**src/rtl/apb_controller.sv**
```systemverilog
// APB-side controller of the AHB-to-APB bridge: turns each accepted AHB transfer into one
// APB setup+access pair, decodes PSEL, and returns HREADYOUT/HRDATA/HRESP (incl. two-cycle ERROR).
module apb_controller #(
    parameter int unsigned NUM_SLAVES = 4,
    parameter int unsigned SEL_LSB    = 12,
    parameter int unsigned TIMEOUT    = 255
) (
    input  logic                  HCLK,
    input  logic                  HRESETn,
    input  logic                  VALID,
    input  logic [31:0]           HADDR_TEMP,
    input  logic                  HWRITE_TEMP,
    input  logic [31:0]           HWDATA_TEMP,
    input  logic [31:0]           PRDATA,
    input  logic                  PREADY,
    input  logic                  PSLVERR,
    output logic [NUM_SLAVES-1:0] PSEL,
    output logic                  PENABLE,
    output logic                  PWRITE,
    output logic [31:0]           PADDR,
    output logic [31:0]           PWDATA,
    output logic                  HREADYOUT,
    output logic [31:0]           HRDATA,
    output logic                  HRESP
);

    localparam int unsigned DATA_W = 32;
    localparam int unsigned ADDR_W = 32;
    localparam int unsigned IDX_W  = 3;
    localparam int unsigned CNT_W  = (TIMEOUT > 0) ? $clog2(TIMEOUT + 1) : 1;
    localparam int unsigned TO_LAST = (TIMEOUT > 0) ? TIMEOUT - 1 : 0;
    localparam bit          TO_EN  = (TIMEOUT != 0);

    typedef enum logic [2:0] {
        IDLE   = 3'd0,
        WWAIT  = 3'd1,
        SETUP  = 3'd2,
        ACCESS = 3'd3,
        ERR1   = 3'd4,
        ERR2   = 3'd5
    } state_e;

    state_e                  state_q, state_d;
    logic [ADDR_W-1:0]       paddr_q, paddr_d;
    logic                    pwrite_q, pwrite_d;
    logic [DATA_W-1:0]       pwdata_q, pwdata_d;
    logic [IDX_W-1:0]        idx_q, idx_d;
    logic [CNT_W-1:0]        cnt_q, cnt_d;
    logic [DATA_W-1:0]       hrdata_q, hrdata_d;
    logic [NUM_SLAVES-1:0]   psel_q, psel_d;
    logic                    penable_q, penable_d;
    logic                    hreadyout_q, hreadyout_d;
    logic                    hresp_q, hresp_d;

    logic [IDX_W-1:0]        sel_idx;
    logic                    sel_err;

    assign sel_idx = HADDR_TEMP[SEL_LSB+IDX_W-1 -: IDX_W];
    assign sel_err = {1'b0, sel_idx} >= (IDX_W+1)'(NUM_SLAVES);

    // Next-state, datapath and output decode; outputs are registered from the next state.
    always_comb begin
        state_d     = state_q;
        paddr_d     = paddr_q;
        pwrite_d    = pwrite_q;
        pwdata_d    = pwdata_q;
        idx_d       = idx_q;
        cnt_d       = cnt_q;
        hrdata_d    = hrdata_q;
        psel_d      = '0;
        penable_d   = 1'b0;
        hreadyout_d = 1'b0;
        hresp_d     = 1'b0;

        unique case (state_q)
            IDLE: begin
                if (VALID) begin
                    paddr_d  = HADDR_TEMP;
                    pwrite_d = HWRITE_TEMP;
                    idx_d    = sel_idx;
                    if (sel_err)          state_d = ERR1;
                    else if (HWRITE_TEMP) state_d = WWAIT;
                    else                  state_d = SETUP;
                end
            end
            WWAIT: begin
                pwdata_d = HWDATA_TEMP;
                state_d  = SETUP;
            end
            SETUP: begin
                cnt_d   = '0;
                state_d = ACCESS;
            end
            ACCESS: begin
                if (PREADY) begin
                    cnt_d = '0;
                    if (PSLVERR) begin
                        state_d = ERR1;
                    end else begin
                        if (!pwrite_q) hrdata_d = PRDATA;
                        state_d = IDLE;
                    end
                end else if (TO_EN && (cnt_q == CNT_W'(TO_LAST))) begin
                    cnt_d   = '0;
                    state_d = ERR1;
                end else begin
                    cnt_d = cnt_q + CNT_W'(1);
                end
            end
            ERR1:    state_d = ERR2;
            ERR2:    state_d = IDLE;
            default: state_d = IDLE;
        endcase

        // Slave index is always in range when SETUP/ACCESS are reached.
        if ((state_d == SETUP) || (state_d == ACCESS)) begin
            psel_d = NUM_SLAVES'(1) << idx_d;
        end
        penable_d   = (state_d == ACCESS);
        hreadyout_d = (state_d == IDLE) || (state_d == ERR2);
        hresp_d     = (state_d == ERR1) || (state_d == ERR2);
    end

    always_ff @(posedge HCLK) begin
        if (!HRESETn) begin
            state_q     <= IDLE;
            paddr_q     <= '0;
            pwrite_q    <= 1'b0;
            pwdata_q    <= '0;
            idx_q       <= '0;
            cnt_q       <= '0;
            hrdata_q    <= '0;
            psel_q      <= '0;
            penable_q   <= 1'b0;
            hreadyout_q <= 1'b1;
            hresp_q     <= 1'b0;
        end else begin
            state_q     <= state_d;
            paddr_q     <= paddr_d;
            pwrite_q    <= pwrite_d;
            pwdata_q    <= pwdata_d;
            idx_q       <= idx_d;
            cnt_q       <= cnt_d;
            hrdata_q    <= hrdata_d;
            psel_q      <= psel_d;
            penable_q   <= penable_d;
            hreadyout_q <= hreadyout_d;
            hresp_q     <= hresp_d;
        end
    end

    assign PSEL      = psel_q;
    assign PENABLE   = penable_q;
    assign PWRITE    = pwrite_q;
    assign PADDR     = paddr_q;
    assign PWDATA    = pwdata_q;
    assign HREADYOUT = hreadyout_q;
    assign HRDATA    = hrdata_q;
    assign HRESP     = hresp_q;

endmodule

```
**config.mk**
```make
export PLATFORM = sky130hd
export DESIGN_NAME = apb_controller
export DESIGN_NICKNAME = d
export VERILOG_FILES = /design/src/rtl/apb_controller.sv
export SDC_FILE = /design/constraint.sdc
export NUM_CORES = 1
export LEC_CHECK = 0
export CORE_MARGIN = 2
export CORE_UTILIZATION = 30
export DETAILED_ROUTE_END_ITERATION = 16
export PLACE_DENSITY = 0.67
export SETUP_SLACK_MARGIN = 0.3
export SLEW_MARGIN = 20
export SYNTH_ARGS = -nofsm -noshare
export SYNTH_HDL_FRONTEND = slang
export SYNTH_SLANG_ARGS = --single-unit
```
**constraint.sdc**
```tcl
create_clock -name HCLK -period 1.7 [get_ports HCLK]
set_input_delay 0.17 -clock HCLK [delete_from_list [all_inputs] [get_ports HCLK]]
set_output_delay 0.17 -clock HCLK [all_outputs]
set_load 0.01 [all_outputs]
```
==> results of run 1 <==
==> path summary, 6_finish.rpt <==
path	startpoint	to	cells past startpoint	slack (ns)
hold / removal	PRDATA[9]	HRDATA[9]	3	0.32
setup / recovery	state_q[2]	HRDATA[14]	8	0.09
setup reg to reg	state_q[2]	HRDATA[14]	8	0.09
hold reg to reg	PADDR[12]	PADDR[12]	2	0.45
==> synth_stat cells <==
| cell type | instances |
|---|---|
| nand2_1 | 202 |
| a221oi_1 | 1 |
| xnor2_1 | 2 |
| o21ai_0 | 1 |
| buf_2 | 7 |
| nor3b_1 | 1 |
| ha_1 | 2 |
| and4_1 | 2 |
| o211ai_4 | 1 |
| nor4b_2 | 1 |
| and2b_1 | 1 |
| nand2b_1 | 1 |
| o221ai_2 | 1 |
| nand4_1 | 4 |
| buf_4 | 2 |
| and2_1 | 1 |
| inv_1 | 3 |
| clkbuf_1 | 27 |
| nand4b_1 | 1 |
| a21oi_1 | 100 |
| and4bb_2 | 1 |
| mux2i_2 | 2 |
| mux2i_4 | 1 |
| or4b_1 | 2 |
| dfxtp_1 | 118 |
| o21ai_1 | 1 |
| or3_1 | 1 |
| nand3_1 | 2 |
| and3_1 | 1 |
| a211oi_1 | 1 |
| or3b_2 | 1 |
| nor3_1 | 3 |
| nor2_1 | 20 |
| a31oi_1 | 2 |
| xor2_1 | 3 |
| a311o_1 | 1 |
| o21a_1 | 1 |
| a311oi_1 | 1 |
| nor3b_2 | 2 |
==> registers in the layout, indices dropped and copies added, names as in the netlist <==
signal and cells:
HRDATA 32, PADDR 32, PWDATA 32, cnt_q 8
PSEL 4, idx_q 3, state_q 3, HREADYOUT 1
HRESP 1, PENABLE 1, PWRITE 1
==> through the flow <==
stage               power [µW]  std cells
floorplan                 3990        525
global placement          4790        897
detailed placement        4820        897
CTS                       8480        940
global route              9400        956
finish                    9010        956
==> where the power goes <==
| group | internal [µW] | switching (µW) | leakage, µW |
|---|---|---|---|
| clock | 2450 | 1200 | 0.000303 |
| combinational | 1150 | 1040 | 0.00221 |
| sequential | 3000 | 164 | 0.000962 |
| total | 6600 | 2410 | 0.00347 |
==> critical path: cells and delay by family (launching register included) <==
kind / cells / cell delay, ns
AND/OR/NAND/NOR: 3 / 0.56
buffers and inverters: 4 / 0.50
flip-flops: 1 / 0.35
AO/OA/AOI/OAI: 1 / 0.12
==> area by class of cell <==
cell class,count,area [µm²]
Clock buffer,23,488
Sequential cell,118,2380
Clock inverter,9,123
Timing Repair Buffer,255,2680
Fill cell,1179,5630
Tap cell,180,225
Multi-Input combinational cell,368,2350
Inverter,3,11.3
==> kinds of logic after synthesis <==
logic type | after synthesis | synth area share (%)
AO/OA/AOI/OAI | 111 | 14.1
XOR/XNOR | 5 | 1.02
adder cells (fa/ha/maj) | 2 | 0.585
buffers and inverters | 39 | 3.80
flip-flops | 118 | 55.2
multiplexers | 3 | 1.17
AND/OR/NAND/NOR | 247 | 24.1
==> repair_timing <==
item / CTS / global route
cloned: 4 / 8
pin swaps: 8 / 89
gates resized for setup: 138 / 151
buffers inserted: 7 / 8
endpoints found under the setup margin: 218 / 113
==> per-layer routing <==
metal | part of all wire [%] | wire length, µm | up-vias | global-route usage, %
li1 | - | - | 2207 | -
met1 | 41 | 6220 | 2147 | 19.6
met3 | 7.6 | 1150 | 20 | 7.01
met2 | 50 | 7500 | 159 | 27.1
met4 | 1.7 | 259 | 0 | 7.95
met5 | 0 | 0 | - | 0
==> flow_summary.yaml, run 1 <==
run_status:
  outcome: "finished, final reports clean"
floorplanning:
  die-width_um: 123
  die_y_um: 123
  ioPinCount: 206
  die-area_um2: 15200
  core_um2: 13900
  initial_core_util_pct: 30.8
  rows: 43
route:
  viasPerCell: 4.74
  post_drt_wl_per_cell_um: 15.8
  drtPass1Iterations: 4
  vias: 4533
  route.detailed.drc: 0
  drtIter0Drc: 291
  ant_nets: 0
  totalWireLength_um: 15100
worst_setup_path:
  end_kind: "flop"
  worstSetupPathType: "flop to flop"
  worst_setup_path_start_kind: "flop"
  cp_data_arrival_time_ns: 1.94
  worst_path_largest_cell_delay_ns: 0.35
  worst_path_max_delay_cell: "dfxtp_4"
  path_cells: "buf_6, and2b_2, buf_6, and4_4, buf_6, buf_16, nand2_1, a21oi_2"
  cp.required_ns: 2.03
  path_max_fanout: 8
  crit_top_cell: "buf_6"
grt:
  antenna_found_initial: 0
  grt_pass1_wl_um: 19900
  grt_pass1_vias: 4285
  overflow: 0
  track_usage_pct: 16.9
  grt_max_degree: 45
cts:
  cts_made_buffers: 17
  clock-sinks: 118
  cts-htree-levels: 4
  clockBufferDepth: 2
  cts_hold_buffers: 0
  cts_root_buf: "clkbuf_16"
  tritoncts: "done"
  clk_pin_slew_ns: 0.05
  clock_latency_ns: 0.40
final_layout:
  final_nets: 867
  drive_above_1_share_pct: 26.7
  final_cell_mix: "nand2_1 (156), dfxtp_1 (113), dlygate4sd2_1 (104)"
  layout_commonest_cell: "nand2_1"
  antenna_cells: 0
  area_growth_pct: 92.9
  final_area_um2: 8250
  postLayoutCoreUtil_pct: 59.4
logic_synthesis:
  yosys.area.top_type: "dfxtp_1"
  syn-num-nets: 629
  synth_area_leaders: "dfxtp_1 (55%), nand2_1 (18%), a21oi_1 (12%)"
  synthesis.area_um2: 4280
  seq_area_frac_synth_pct: 55.2
  yosysWarnings: 0
  avgSynthCellArea_um2: 8.15
  synth-seq-cells: 118
  synthCells: 525
  yosys.area.top_type_share_pct: 55.2
  synth.distinct_cells: 39
sta:
  setup_ws_ns: 0.0925
  post-route-min-period_ns: 1.61
  finalCritPeriodShare_pct: 94.6
  whs_ns: 0.319
  clock-skew-final_ns: 0.00603
  setup_violations: 0
  grt_setup_unrepaired: "yes"
  maxSlewHeadroom_pct: 71.4
  slew_viol_final: 0
  tns_ns: 0
  tightest_slew_ns: 0.428
  hold_violations: 0
  max_freq_ghz: 0.622
min_path:
  holdCritPathClass: "primary input to flop"
power:
  ir_drop_mv: 0.576
  cellLeakagePower_uw: 0.00347
  power_per_cell_area_nw_per_um2: 1090
placed_design:
  placed_area_um2: 6680
  dp_hpwl_um: 8870
  dp_slack_ns: -0.220
  routabilityCongestion: 0.817
  io_buffers: 205
flow_run:
  cap_violations: 0
No activity file was read; power rests on OpenSTA's default activity.
==> run 2, diff against run 1 <==
--- a/config.mk
+++ b/config.mk
@@ -8,7 +8,7 @@
 export CORE_MARGIN = 2
 export CORE_UTILIZATION = 30
 export DETAILED_ROUTE_END_ITERATION = 16
-export PLACE_DENSITY = 0.67
+export PLACE_DENSITY = 0.64
 export SETUP_SLACK_MARGIN = 0.3
 export SLEW_MARGIN = 20
 export SYNTH_ARGS = -nofsm -noshare
==> constraint.sdc (replaced) <==
create_clock -name HCLK -period 1.8 [get_ports HCLK]
set_input_delay 0.18 -clock HCLK [delete_from_list [all_inputs] [get_ports HCLK]]
set_output_delay 0.18 -clock HCLK [all_outputs]
set_load 0.01 [all_outputs]
==> flow_summary.yaml, run 2 (synthesized netlist as in run 1, its figures left out) <==
route:
  post_drt_wl_per_cell_um: 14.6
  route.detailed.drc: 0
  drtIter0Drc: 219
  vias: 4379
  ant_nets: 0
  drtPass1Iterations: 4
  viasPerCell: 4.67
  totalWireLength_um: 13600
floorplanning:
  die-area_um2: 15200
  initial_core_util_pct: 30.8
  core_um2: 13900
  ioPinCount: 206
  die-width_um: 123
  die_y_um: 123
  rows: 43
placed_design:
  dp_hpwl_um: 9200
  dpl.cell_count: 897
  placed_area_um2: 6640
  routabilityCongestion: 0.747
  io_buffers: 205
worst_setup_path:
  end_kind: "flop"
  worstSetupPathType: "flop to flop"
  worst_path_max_delay_cell: "or4b_4"
  worst_path_largest_cell_delay_ns: 0.52
  path_max_fanout: 8
  r2r-start: "state_q[2]"
  worst_setup_path_start_kind: "flop"
  cp_data_arrival_time_ns: 1.92
  startpoint: "state_q[2]"
  path_cells: "or4b_4, buf_6, mux2i_4, o211ai_4, nor3b_2"
  rr_worst_depth: 5
  cp.required_ns: 2.13
final_layout:
  final_area_um2: 7910
  layout_commonest_cell: "nand2_1"
  area_growth_pct: 84.9
  drive_above_1_share_pct: 19.2
  fin_cells: 937
  final_cell_mix: "nand2_1 (171), clkdlybuf4s50_1 (152), dfxtp_1 (115)"
  final_nets: 849
  antenna_cells: 0
sta:
  tightest_slew_ns: 0.383
  maxSlewHeadroom_pct: 74.5
  grt_setup_unrepaired: "yes"
  hold_violations: 0
  setup_violations: 0
  whs_ns: 0.330
  clock-skew-final_ns: 0.00458
  max_freq_ghz: 0.627
  finalCritPeriodShare_pct: 88.6
  slew_viol_final: 0
  post-route-min-period_ns: 1.59
power:
  p_seq_share_pct: 36.1
  p_total_uw: 8160
  comb_power_share_pct: 20.4
  cellLeakagePower_uw: 0.00373
  p_sw_uw: 2000
  power_per_cell_area_nw_per_um2: 1030
  clkPwrFrac_pct: 43.5
  p_int_uw: 6160
  swShare_pct: 24.6
  ir_drop_mv: 0.597
grt:
  grt_max_degree: 64
  grt_pass1_wl_um: 19900
  overflow: 0
  track_usage_pct: 16.7
  grt_pass1_vias: 4125
  antenna_found_initial: 0
min_path:
  hold_start: "HWDATA_TEMP[29]"
  holdPathStages: 3
  holdCritPathClass: "primary input to flop"
cts:
  cts_made_buffers: 17
  clock-sinks: 118
  clockBufferDepth: 2
  cts_root_buf: "clkbuf_16"
  cts-htree-levels: 4
  tritoncts: "done"
  clock_latency_ns: 0.40
  clk_pin_slew_ns: 0.05
flow_run:
  cap_violations: 0
run_status:
  outcome: "finished, final reports clean"
run 2: changes by cell type in the layout (fill, tap and decap cells not counted), sizes merged:
cell and change:
dlygate4sd2 -98, clkdlybuf4s50 +51, dlymetal6s2s +47, buf -13
clkbuf -6, bufinv +1, clkinv -1
run 2: timing repair:
action	in CTS	in global routing
hold buffers	0	0
setup endpoints to repair	110	152
pin swaps	4	46
resized for setup	22	141
buffers inserted	3	3
gates cloned	1	2
run 2: final timing paths:
path         slack (ns)    endpoint
max                0.21     PSEL[1]
min                0.33  PWDATA[29]
max reg2reg        0.21     PSEL[1]
min reg2reg        0.45    PADDR[6]
run 2: final cells by class:
| cell class | count | area (µm²) |
|---|---|---|
| clock buffer | 22 | 484 |
| clock inverter | 9 | 148 |
| fill | 1183 | 5970 |
| inverter | 3 | 11.3 |
| multi-input combinational | 368 | 2120 |
| sequential | 118 | 2370 |
| tap | 180 | 225 |
| timing repair buffer | 237 | 2560 |
run 2: layer usage:
layer	share of wire [%]	vias up	routed length, µm	GRT usage (%)
met3	8.7	22	1180	6.23
li1	-	2169	-	-
met2	47	174	6410	27.4
met4	1.9	0	257	6.68
met5	0	-	0	0
met1	42	2014	5780	19.8
run 2: critical path, delay by kind of cell (launching register included):
family / cells / cell delay (ns)
and+or+nand+nor: 2 / 0.68
AOI/OAI and AO/OA: 1 / 0.13
DFF: 1 / 0.35
muxes: 1 / 0.20
buffers and inverters: 1 / 0.16
run 2: stage by stage:
step                      utilization (%)  setup WS (ns)  TNS (ns)
after floorplan                         -          0.202         0
after global placement               47.8        -0.0324    -0.541
after detailed placement             47.8        -0.0968     -1.11
after CTS                            53.1          0.205         0
after global routing                 57.0          0.175         0
final                                57.0          0.206         0
run 2: power groups by stage:
stage          logic [µW]  clock network, µW  registers (µW)
3_3_place_gp         1520                  0            2990
4_1_cts              1610               3640            2950
6_report             1660               3550            2950
3_5_place_dp         1540                  0            3000
2_1_floorplan         613                  0            3070
5_1_grt              1810               3760            2970
==> run 3, diff against run 2 <==
--- a/config.mk
+++ b/config.mk
@@ -5,10 +5,11 @@
 export SDC_FILE = /design/constraint.sdc
 export NUM_CORES = 1
 export LEC_CHECK = 0
+export CORE_ASPECT_RATIO = 1.75
 export CORE_MARGIN = 2
 export CORE_UTILIZATION = 30
 export DETAILED_ROUTE_END_ITERATION = 16
-export PLACE_DENSITY = 0.64
+export PLACE_DENSITY = 0.68
 export SETUP_SLACK_MARGIN = 0.3
 export SLEW_MARGIN = 20
 export SYNTH_ARGS = -nofsm -noshare
==> flow_summary.yaml, run 3 (synthesized netlist as in run 1, its figures left out) <==
run_status:
  outcome: "finished, final reports clean"
route:
  viasPerCell: 4.64
  ant_nets: 0
  vias: 4309
  post_drt_wl_per_cell_um: 14.6
  drtIter0Drc: 131
  totalWireLength_um: 13600
  drtPass1Iterations: 4
  route.detailed.drc: 0
placed_design:
  dp_hpwl_um: 9940
  io_buffers: 205
  routabilityCongestion: 0.831
  placed_area_um2: 6610
  dp_slack_ns: -0.150
grt:
  grt_max_degree: 43
  grt_pass1_vias: 4342
  antenna_found_initial: 0
  track_usage_pct: 17.3
  grt_pass1_wl_um: 20600
  overflow: 0
final_layout:
  area_growth_pct: 72.8
  layout_commonest_cell: "nand2_1"
  drive_above_1_share_pct: 10.9
  final_area_um2: 7390
  final_cell_mix: "nand2_1 (202), clkdlybuf4s50_1 (155), dfxtp_1 (113)"
  antenna_cells: 0
  final_nets: 843
  fillers: 1279
floorplanning:
  die_y_um: 162
  core_um2: 13900
  rows: 57
  die-width_um: 94.3
  die-area_um2: 15300
  ioPinCount: 206
  initial_core_util_pct: 30.8
sta:
  whs_ns: 0.329
  setup_ws_ns: 0.193
  tightest_slew_ns: 0.453
  slew_viol_final: 0
  finalCritPeriodShare_pct: 89.3
  clock-skew-final_ns: 0.00731
  post-route-min-period_ns: 1.61
  max_freq_ghz: 0.622
  grt_setup_unrepaired: "yes"
  setup_violations: 0
  hold_violations: 0
  maxSlewHeadroom_pct: 69.8
cts:
  clockBufferDepth: 2
  clock-sinks: 118
  clock_latency_ns: 0.40
  tritoncts: "done"
  cts-htree-levels: 4
  cts_made_buffers: 17
  clk_pin_slew_ns: 0.06
  cts_root_buf: "clkbuf_16"
  cts_hold_buffers: 0
power:
  p_sw_uw: 2110
  power_per_cell_area_nw_per_um2: 1040
  comb_power_share_pct: 20.6
  clkPwrFrac_pct: 41.1
  p_int_uw: 5600
  ir_drop_mv: 0.848
  cellLeakagePower_uw: 0.00342
  p_seq_share_pct: 38.3
  swShare_pct: 27.3
worst_setup_path:
  path_max_fanout: 7
  end_kind: "flop"
  worst_setup_path_start_kind: "flop"
  cp_data_arrival_time_ns: 1.93
  cp.required_ns: 2.12
  worstSetupPathType: "flop to flop"
min_path:
  holdCritPathClass: "primary input to flop"
flow_run:
  cap_violations: 0
run 3: cell count changes in the layout (fill, tap and decap cells not counted), moves of 3 or more:
cell,change
clkbuf_8,-3
a21oi_1,+31
bufinv_16,-3
nand2_4,-20
buf_6,-4
clkinvlp_4,+3
nand2_2,-11
nand2_1,+31
clkdlybuf4s50_1,+3
inv_6,+4
buf_4,+4
a21oi_2,-31
run 3: cell type report:
class | count | area (µm²) | share of cell area, %
well taps | 177 | 221 | 3.00
clock buffers | 18 | 439 | 5.94
repair buffers | 231 | 2410 | 32.6
clock inverters | 14 | 124 | 1.68
flip-flops and latches | 118 | 2370 | 32.1
inverters | 3 | 12.5 | 0.169
multi-input cells | 368 | 1810 | 24.5
run 3: worst paths after layout:
check | startpoint | endpoint | slack, ns | depth (start not counted)
worst min register to register | PADDR[31] | PADDR[31] | 0.45 | 2
worst min-delay path | HWDATA_TEMP[9] | PWDATA[9] | 0.33 | 3
worst max register to register | state_q[2] | PSEL[2] | 0.19 | 5
worst max-delay path | state_q[2] | PSEL[2] | 0.19 | 5
run 3: metal layers:
layer / vias to the layer above / global-route usage [%] / share of wire [%]
li1: 2158 / - / -
met1: 1982 / 17.2 / 36
met2: 144 / 33.1 / 56
met3: 25 / 4.22 / 6.0
met4: 0 / 7.51 / 2.2
met5: - / 0 / 0
run 3: power by group through the flow:
stage | registers, µW | clock network (µW) | logic [µW]
6_report | 2950 | 3170 | 1590
5_1_grt | 2980 | 3370 | 1720
4_1_cts | 2950 | 3250 | 1590
3_5_place_dp | 3000 | 0 | 1540
3_3_place_gp | 3000 | 0 | 1510
2_1_floorplan | 3070 | 0 | 613
run 3: through the flow:
stage / power [µW] / cells / setup TNS [ns] / util (%)
floorplan: 3680 / 525 / 0 / -
global placement: 4500 / 894 / -0.323 / 47.5
detailed placement: 4540 / 894 / -1.48 / 47.5
CTS: 7800 / 929 / 0 / 52.0
global route: 8070 / 929 / 0 / 53.2
finish: 7710 / 929 / 0 / 53.2
run 3: critical path, cell delays in order (launching register included):
cell	delay (ns)
dfxtp_4	0.37
or4b_4	0.52
buf_8	0.16
mux2i_4	0.19
o211ai_4	0.12
nor3b_2	0.17
run 3: timing repair:
action,CTS,global route
endpoints found under the setup margin,111,122
setup buffers,3,0
pin swaps,2,3
cloned,0,0
gates resized for setup,15,58
